## src/rtl/mux_result_buffer_pkg.sv

```systemverilog
// Shared sizing constants and the stored entry record for the mux result buffer.
// Every buffer slot carries the result word, its select tag and the precomputed flags.
package mux_result_pkg;

    localparam int WIDTH = 16;
    localparam int DEPTH = 4;
    localparam int PTR_W = $clog2(DEPTH);
    localparam int CNT_W = PTR_W + 1;

    typedef struct packed {
        logic [WIDTH-1:0] data;
        logic [1:0]       sel;
        logic             zero;
        logic             neg;
    } entry_t;

endpackage

```

## src/rtl/mux_result_buffer_if.sv

```systemverilog
// Producer/consumer bundle around the mux result buffer.
// The slave side is the buffer; the master side is the upstream stage plus the consumer.
interface mux_result_buffer_if #(
    parameter int WIDTH = mux_result_pkg::WIDTH,
    parameter int DEPTH = mux_result_pkg::DEPTH
);
    localparam int CNT_W = $clog2(DEPTH) + 1;

    logic [WIDTH-1:0] DATA_IN;
    logic [1:0]       SEL_IN;
    logic             IN_VALID;
    logic             IN_READY;
    logic [WIDTH-1:0] OUT_DATA;
    logic [1:0]       OUT_SEL;
    logic             OUT_ZERO;
    logic             OUT_NEG;
    logic             OUT_VALID;
    logic             OUT_READY;
    logic [CNT_W-1:0] COUNT;
    logic [7:0]       DROP_CNT;

    modport master (
        output DATA_IN, SEL_IN, IN_VALID, OUT_READY,
        input  IN_READY, OUT_DATA, OUT_SEL, OUT_ZERO, OUT_NEG, OUT_VALID, COUNT, DROP_CNT
    );

    modport slave (
        input  DATA_IN, SEL_IN, IN_VALID, OUT_READY,
        output IN_READY, OUT_DATA, OUT_SEL, OUT_ZERO, OUT_NEG, OUT_VALID, COUNT, DROP_CNT
    );

endinterface

```

## src/rtl/mux_result_buffer_result_flags.sv

```systemverilog
// Combinational zero/negative flag generation for a result word.
module result_flags #(
    parameter int WIDTH = mux_result_pkg::WIDTH
) (
    input  logic [WIDTH-1:0] data,
    output logic             zero,
    output logic             neg
);

    assign zero = (data == {WIDTH{1'b0}});
    assign neg  = data[WIDTH-1];

endmodule

```

## src/rtl/mux_result_buffer.sv

```systemverilog
// First-word-fall-through result buffer with stored flags and a saturating stall counter.
// The head entry is pre-selected into registers so every OUT_* comes straight from a flop.
module mux_result_buffer #(
    parameter int WIDTH = mux_result_pkg::WIDTH,
    parameter int DEPTH = mux_result_pkg::DEPTH
) (
    input  logic                clk,
    input  logic                rst_n,
    mux_result_buffer_if.slave  bus
);

    typedef mux_result_pkg::entry_t entry_t;
    localparam int PTR_W = $clog2(DEPTH);
    localparam int CNT_W = PTR_W + 1;

    entry_t           mem_q [DEPTH];
    logic [PTR_W-1:0] wr_ptr_q, wr_ptr_d;
    logic [PTR_W-1:0] rd_ptr_q, rd_ptr_d;
    logic [CNT_W-1:0] count_q, count_d;
    logic [7:0]       drop_q, drop_d;
    logic             in_ready_q, in_ready_d;
    logic             out_valid_q, out_valid_d;
    entry_t           head_q, head_d;

    logic             push_s;
    logic             pop_s;
    logic             zero_s;
    logic             neg_s;
    entry_t           in_entry_s;

    result_flags #(.WIDTH(WIDTH)) u_flags (
        .data (bus.DATA_IN),
        .zero (zero_s),
        .neg  (neg_s)
    );

    // Next-state for pointers, occupancy, stall counter and the pre-selected head.
    always_comb begin
        push_s     = bus.IN_VALID && in_ready_q;
        pop_s      = out_valid_q && bus.OUT_READY;
        in_entry_s = '{data: bus.DATA_IN, sel: bus.SEL_IN, zero: zero_s, neg: neg_s};

        wr_ptr_d = push_s ? (wr_ptr_q + PTR_W'(1)) : wr_ptr_q;
        rd_ptr_d = pop_s  ? (rd_ptr_q + PTR_W'(1)) : rd_ptr_q;

        case ({push_s, pop_s})
            2'b10:   count_d = count_q + CNT_W'(1);
            2'b01:   count_d = count_q - CNT_W'(1);
            default: count_d = count_q;
        endcase

        if (bus.IN_VALID && !in_ready_q && (drop_q != 8'hFF)) begin
            drop_d = drop_q + 8'd1;
        end else begin
            drop_d = drop_q;
        end

        in_ready_d  = (count_d < CNT_W'(DEPTH));
        out_valid_d = (count_d != CNT_W'(0));

        // The slot being written this edge becomes the head when it is the next read slot.
        if (count_d == CNT_W'(0)) begin
            head_d = '0;
        end else if (push_s && (rd_ptr_d == wr_ptr_q)) begin
            head_d = in_entry_s;
        end else begin
            head_d = mem_q[rd_ptr_d];
        end
    end

    // Control and output registers; reset discards every buffered entry.
    always_ff @(posedge clk or negedge rst_n) begin
        if (!rst_n) begin
            wr_ptr_q    <= '0;
            rd_ptr_q    <= '0;
            count_q     <= '0;
            drop_q      <= 8'h00;
            in_ready_q  <= 1'b1;
            out_valid_q <= 1'b0;
            head_q      <= '0;
        end else begin
            wr_ptr_q    <= wr_ptr_d;
            rd_ptr_q    <= rd_ptr_d;
            count_q     <= count_d;
            drop_q      <= drop_d;
            in_ready_q  <= in_ready_d;
            out_valid_q <= out_valid_d;
            head_q      <= head_d;
        end
    end

    // Storage array; contents are only ever observed through the count-masked head.
    always_ff @(posedge clk) begin
        if (push_s) begin
            mem_q[wr_ptr_q] <= in_entry_s;
        end
    end

    assign bus.IN_READY  = in_ready_q;
    assign bus.OUT_VALID = out_valid_q;
    assign bus.OUT_DATA  = head_q.data;
    assign bus.OUT_SEL   = head_q.sel;
    assign bus.OUT_ZERO  = head_q.zero;
    assign bus.OUT_NEG   = head_q.neg;
    assign bus.COUNT     = count_q;
    assign bus.DROP_CNT  = drop_q;

endmodule

```

## src/flat_wrapper.sv

```systemverilog
// flat-port wrapper written by rule: the top's interface ports become plain ports
module mux_result_buffer_flat 
#(
    parameter int WIDTH = mux_result_pkg::WIDTH,
    parameter int DEPTH = mux_result_pkg::DEPTH
)
  (clk, rst_n, bus_DATA_IN, bus_SEL_IN, bus_IN_VALID, bus_OUT_READY, bus_IN_READY, bus_OUT_DATA, bus_OUT_SEL, bus_OUT_ZERO, bus_OUT_NEG, bus_OUT_VALID, bus_COUNT, bus_DROP_CNT);
  mux_result_buffer_if #(.WIDTH(WIDTH), .DEPTH(DEPTH)) bus_i ();
  input  logic clk;
  input  logic rst_n;
  input wire logic [$bits(bus_i.DATA_IN)-1:0] bus_DATA_IN;
  input wire logic [$bits(bus_i.SEL_IN)-1:0] bus_SEL_IN;
  input wire logic [$bits(bus_i.IN_VALID)-1:0] bus_IN_VALID;
  input wire logic [$bits(bus_i.OUT_READY)-1:0] bus_OUT_READY;
  output wire logic [$bits(bus_i.IN_READY)-1:0] bus_IN_READY;
  output wire logic [$bits(bus_i.OUT_DATA)-1:0] bus_OUT_DATA;
  output wire logic [$bits(bus_i.OUT_SEL)-1:0] bus_OUT_SEL;
  output wire logic [$bits(bus_i.OUT_ZERO)-1:0] bus_OUT_ZERO;
  output wire logic [$bits(bus_i.OUT_NEG)-1:0] bus_OUT_NEG;
  output wire logic [$bits(bus_i.OUT_VALID)-1:0] bus_OUT_VALID;
  output wire logic [$bits(bus_i.COUNT)-1:0] bus_COUNT;
  output wire logic [$bits(bus_i.DROP_CNT)-1:0] bus_DROP_CNT;
  assign bus_i.DATA_IN = bus_DATA_IN;
  assign bus_i.SEL_IN = bus_SEL_IN;
  assign bus_i.IN_VALID = bus_IN_VALID;
  assign bus_i.OUT_READY = bus_OUT_READY;
  assign bus_IN_READY = bus_i.IN_READY;
  assign bus_OUT_DATA = bus_i.OUT_DATA;
  assign bus_OUT_SEL = bus_i.OUT_SEL;
  assign bus_OUT_ZERO = bus_i.OUT_ZERO;
  assign bus_OUT_NEG = bus_i.OUT_NEG;
  assign bus_OUT_VALID = bus_i.OUT_VALID;
  assign bus_COUNT = bus_i.COUNT;
  assign bus_DROP_CNT = bus_i.DROP_CNT;
  mux_result_buffer #(.WIDTH(WIDTH), .DEPTH(DEPTH)) u_core (.clk(clk), .rst_n(rst_n), .bus(bus_i));
endmodule
```

## config.mk

```make
export PLATFORM = sky130hd
export DESIGN_NAME = mux_result_buffer_flat
export DESIGN_NICKNAME = d
export VERILOG_FILES = /design/src/rtl/mux_result_buffer_pkg.sv /design/src/rtl/mux_result_buffer_if.sv /design/src/rtl/mux_result_buffer_result_flags.sv /design/src/rtl/mux_result_buffer.sv /design/src/flat_wrapper.sv
export SDC_FILE = /design/constraint.sdc
export NUM_CORES = 1
export LEC_CHECK = 0
export BUFFER_PORTS_ARGS = -buffer_cell sky130_fd_sc_hd__buf_4
export CAP_MARGIN = 20
export CORE_MARGIN = 1.5
export CORE_UTILIZATION = 55
export DETAILED_ROUTE_END_ITERATION = 8
export PLACE_DENSITY = 0.72
export SYNTH_ARGS = -nofsm -noshare
export SYNTH_HDL_FRONTEND = slang
export SYNTH_SLANG_ARGS = --single-unit
```

## constraint.sdc

```tcl
create_clock -name clk -period 2.6 [get_ports clk]
set_input_delay 0.39 -clock clk [delete_from_list [all_inputs] [get_ports clk]]
set_output_delay 0.39 -clock clk [all_outputs]
set_load 0.01 [all_outputs]
```

# Word-level counts from Yosys, hierarchy flattened
# Memory sizes are Yosys's and may differ from the RTL's.
# Cells that the tools add are included.
dict set report totals {
  reg_bits 37
  mem_bits_rw 80
  in_bits 22
  output_inout_bits 33
  elab_cells 36
  n_memories 1
}
dict set report op_classes {
  add_sub_neg 5
  n_lt_le_gt_ge 1
  n_eq_ne 4
  mux 6
  reduce_logical 9
}
# memory depth word_bits read_ports rd_clocked_by_memory_dff wr line_no
set mem_list {}
lappend mem_list {u_core.mem_q 4 20 1 0 1 mux_result_buffer.sv:16} ;# entry_t mem_q [DEPTH];
# op count
set ops {}
lappend ops {{$mux 20} 2}
lappend ops {{$logic_not 16->1} 1}
lappend ops {{$add 8x1->8 const B} 1}
lappend ops {{$ne 8x8->1 const B} 1}
lappend ops {{$pmux 3 s2} 1}
lappend ops {{$logic_and 1x1->1} 5}
lappend ops {{$add 2x1->2 const B} 2}
lappend ops {{$add 3x1->3 const B} 1}
lappend ops {{$logic_not 3->1} 1}
lappend ops {{$lt 3x3->1 const B} 1}
lappend ops {{$reduce_bool 3->1} 1}
lappend ops {{$sub 3x1->3 const B} 1}
lappend ops {{$eq 2x1->1 const B} 1}
lappend ops {{$eq 2x2->1} 1}
lappend ops {{$eq 2x2->1 const B} 1}
lappend ops {{$mux 1} 2}
lappend ops {{$mux 2} 1}
lappend ops {{$logic_not 1->1} 1}

# Logic depth before layout (Yosys ltp)
dict set report logic_depth {
  ltp_word 6
  ltp_mapped 10
  depth_no_buf 9
}

# Modules after synthesis
# Synthesis repeated with hierarchy kept, for this count alone.
dict set report hier_totals {
  cells_unflattened 325
  area_unflattened_um2 4797.1
}
# mod n_inst cells_each area_each_um2 seq_area_each_um2
set modules_own_cells {}
lappend modules_own_cells {mux_result_buffer 1 319 4755.8 3329.4}
lappend modules_own_cells {result_flags 1 6 41.3 0.0}

# Least setup slack after synthesis
# Ideal clock, no wire load.
dict set report synth_timing {
  path_kind {register to register}
  from {register u_core.out_valid_q (netlist: u_core.bus.OUT_VALID)}
  to {register u_core.head_q, in the netlist u_core.bus.OUT_DATA[0]}
  setup_time_ns 0.136
  arrival_ns 2.021
  required_time_ns 2.464
  setup_slack_ns 0.443
  path_stages_with_launch 11
  path_buffers 1
  period_less_slack_ns 2.157
  path_cell_list {dfrtp_1 and2_1 ha_1 inv_1 fa_1 xor2_1 nor2_1 xor2_1 nor3_1 clkbuf_1 a21oi_1}
}
# element line_no
set synth_rtl {}
lappend synth_rtl {{from (decl)} mux_result_buffer.sv:22} ;# logic out_valid_q, out_valid_d;
lappend synth_rtl {{from (signal assigned)} mux_result_buffer.sv:87} ;# out_valid_q <= out_valid_d;
lappend synth_rtl {{to (signal assigned)} mux_result_buffer.sv:80} ;# head_q <= '0;
lappend synth_rtl {{to (signal assigned)} mux_result_buffer.sv:88} ;# head_q <= head_d;
lappend synth_rtl {{to (decl)} mux_result_buffer.sv:23} ;# entry_t head_q, head_d;

==> impl_results.md <==
* Status: completed
* Cts repair resizes at 0
* Worst Hold Class: in2reg
* Worst setup SP type: flip-flop
* Critical-path cell list: and2_1 > ha_1 > inv_1 > fa_1 > xor2_1 > nor2_1 > xor2_1 > nor3_2 > buf_4 > a21oi_1
* Crit path depth at 10
* Buf+Inv Stages, Crit Path at 2
* Yosys top cell area share at 48.7%
* Unique masters post-synth at 38
* Inserted Clock Buffers at 9
* Synth Instances at 316
* CP arrival at 2640 ps
* Area growth syn-to-layout at 15.4%
* Slew HR at 67.1%
* Slowest cell on crit path: dfrtp_1
* Cell taking the most area after synthesis: edfxtp_1
* CP most frequent cell: xor2_1
* CTS Root Cell: clkbuf_8
* PortBufs at 54
* Commonest non-fill, non-tap cells in the layout: edfxtp_1 (76), buf_4 (64), dfrtp_1 (35)
* Largest net degree at the start of global routing at 40
* Worst R2R Start: u_core.bus.OUT_VALID$_DFF_PN0_
* Worst-Margin Slew at 494 ps
* Synth top area cells: edfxtp_1 (49%), dfrtp_1 (19%), mux2i_1 (4.3%), a211o_1 (3.6%), a21boi_0 (3.0%)
* # rows at 33
* Clock Pin Slew Worst Setup and Hold Paths at 110 ps
* Max Clock Freq at 427 MHz
* Post-synth top flop: edfxtp_1
* Syn nets at 345
* Syn_area_per_cell at 14.8 sq um
* DRT iter0 DRCs at 185
* Total negative setup slack at 0 ps
* Synth Register Bits at 112
* Clock Latency Late Sink at 370 ps
* Non-filler instance count after layout at 483
* Number of flops mapped to enable cells by yosys at 76
* Fin. max-slew vios at 0
* Vias in the first global route at 2595
* Post-DP HPWL at 5170 um
* CTS H-Tree Depth at 3
* Min-delay src: bus_SEL_IN[1]
* DR vias at 2753
* Final setup vio count at 0
* Final GP Congestion at 0.750
* VDD IR-drop max at 0.618 mV
* Sink Count at 112
* DRC viols at 0
* Final Cycle Share at 90.1%
* GRT Util Overall at 20.7%
* CORE AREA at 8220 sq um
* Nets@finish at 402
* Crit path launch: u_core.bus.OUT_VALID$_DFF_PN0_
* Max-Cap Viols at 0
* # diodes at 0
* Critical Path RT at 2890 ps
* Fill cells at 619
* WL final at 8780 um
* Post-DRT Antenna Nets at 0
* CP max FO at 20
* RSZ-0062 raised after global routing: false
* Leakage at 0.00216 uW
* Cell Pwr Density at 1170 nW/um^2
* TritonCTS clock tree: yes
* Global-route wire length before repair at 13600 um
* Die H at 95.3 um
* Most common cell after layout, fill and taps aside: edfxtp_1
* Initial core utilization at 57.0%
* Worst path max stage delay at 450 ps
* Fin. Hold Viols at 0
* Synth warn at 0
* Critical Path End Type: flip-flop
* Initial antenna violation count at 0
* Util after Layout at 65.8%
* Async S/R FF share, synth at 32.1%
* Type of the worst setup path: reg2reg
* Sequential cell area fraction in the yosys report at 68.0%
* Die span in x at 95.3 um
* Num ports at 55
* First-pass DRT Iterations at 5
* Die area at 9080 sq um
* DR WL/cell at 18.2 um
* Top delay family on crit path: adder cells
* Layout cells sized above 1 at 25.1%
* Clock Skew at 13.9 ps
* Placed insts at 466
* Hold Worst Slack at 227 ps
* Min Tclk post-route at 2340 ps
* Mapped Area at 4680 sq um
* Gr ovfl total at 0
* Hold Path Depth at 1
* Maximum clock insertion buffer count at 2
* Vias per cell at 5.70
* Worst R2R Path Depth at 10
==> Yosys cell counts, types with 6 or more instances <==
master    instances
a21oi_1          19
a21boi_0         19
dfrtp_1          35
nand2_1          24
ha_1              6
clkbuf_1          7
a211o_1          19
a211oi_1         14
edfxtp_1         76
xnor2_1           8
inv_1            10
mux2i_1          20
==> power by group <==
group	internal, uW	switching (uW)	total, uW
clock network	483	586	1070
logic	1210	1430	2640
registers	2390	244	2640
==> flip-flops by register name, summed over array words and instances (netlist names) <==
name / count
u_core.bus.OUT_VALID: 1
u_core.bus.DROP_CNT: 8
u_core.bus.OUT_DATA: 16
u_core.wr_ptr_q: 2
u_core.bus.COUNT: 3
u_core.rd_ptr_q: 2
u_core.bus.OUT_SEL: 2
u_core.mem_q: 76
u_core.bus.IN_READY: 1
u_core.bus.OUT_ZERO: 1
==> what timing repair did <==
| item | in CTS | in global routing |
|---|---|---|
| setup buffers | 0 | 0 |
| hold buffers | 1 | 0 |
| endpoints found under the hold margin | 33 | 0 |
==> logic make-up after synthesis <==
| group | count (synthesis) | synth area share [%] |
|---|---|---|
| and+or+nand+nor | 51 | 5.40 |
| muxes | 22 | 4.76 |
| AOI/OAI and AO/OA | 81 | 13.3 |
| xor gates and xnor gates | 13 | 2.59 |
| buffers and inverters | 30 | 3.95 |
| adders and majority gates | 7 | 2.03 |
| DFF | 112 | 68.0 |
==> path summary, 6_finish.rpt <==
| path | endpoint | slack, ps |
|---|---|---|
| min in group asynchronous | u_core.bus.OUT_DATA[7]$_DFF_PN0_ | 520 |
| max | u_core.bus.OUT_DATA[11]$_DFF_PN0_ | 260 |
| min | u_core.mem_q[2][3]$_DFFE_PP_ | 230 |
| max in group asynchronous | u_core.bus.IN_READY$_DFF_PN1_ | 1720 |
| max reg2reg | u_core.bus.OUT_DATA[11]$_DFF_PN0_ | 260 |
| min reg2reg | u_core.bus.DROP_CNT[7]$_DFFE_PN0P_ | 540 |
==> layer usage <==
| metal | up-vias | share of wire [%] | global-route usage [%] |
|---|---|---|---|
| li1 | 1297 | - | - |
| met5 | - | 0 | 0 |
| met4 | 0 | 1.4 | 7.46 |
| met2 | 73 | 48 | 33.0 |
| met3 | 9 | 4.4 | 3.99 |
| met1 | 1374 | 46 | 28.5 |
==> area by class of cell <==
type                       count  area, sq um  share of cell area (%)
timing repair buffer          66          510                    9.44
tap                          105          131                    2.43
multi-input combinational    174         1330                    24.7
sequential                   112         3180                    58.9
clock buffer                  11          141                    2.62
clock inverter                 5         66.3                    1.23
inverter                      10         37.5                   0.694
==> worst reg2reg max path, delay by kind of cell, from the launching register on <==
kind | cells | cell delay, ps
simple gates | 3 | 340
flops | 1 | 450
buf+inv | 2 | 300
fa+ha+maj | 2 | 550
compound gates | 1 | 180
xor+xnor | 2 | 440
==> per-stage QoR <==
| stage | worst slack (ps) | area, sq um | total power (uW) |
|---|---|---|---|
| floorplan | 443 | 4680 | 4460 |
| global placement | 328 | 5190 | 5240 |
| detailed placement | 130 | 5190 | 5340 |
| CTS | 237 | 5410 | 6400 |
| global route | 90.7 | 5410 | 6730 |
| finish | 256 | 5410 | 6340 |
Note: power is estimated with default switching activity, not from simulation.
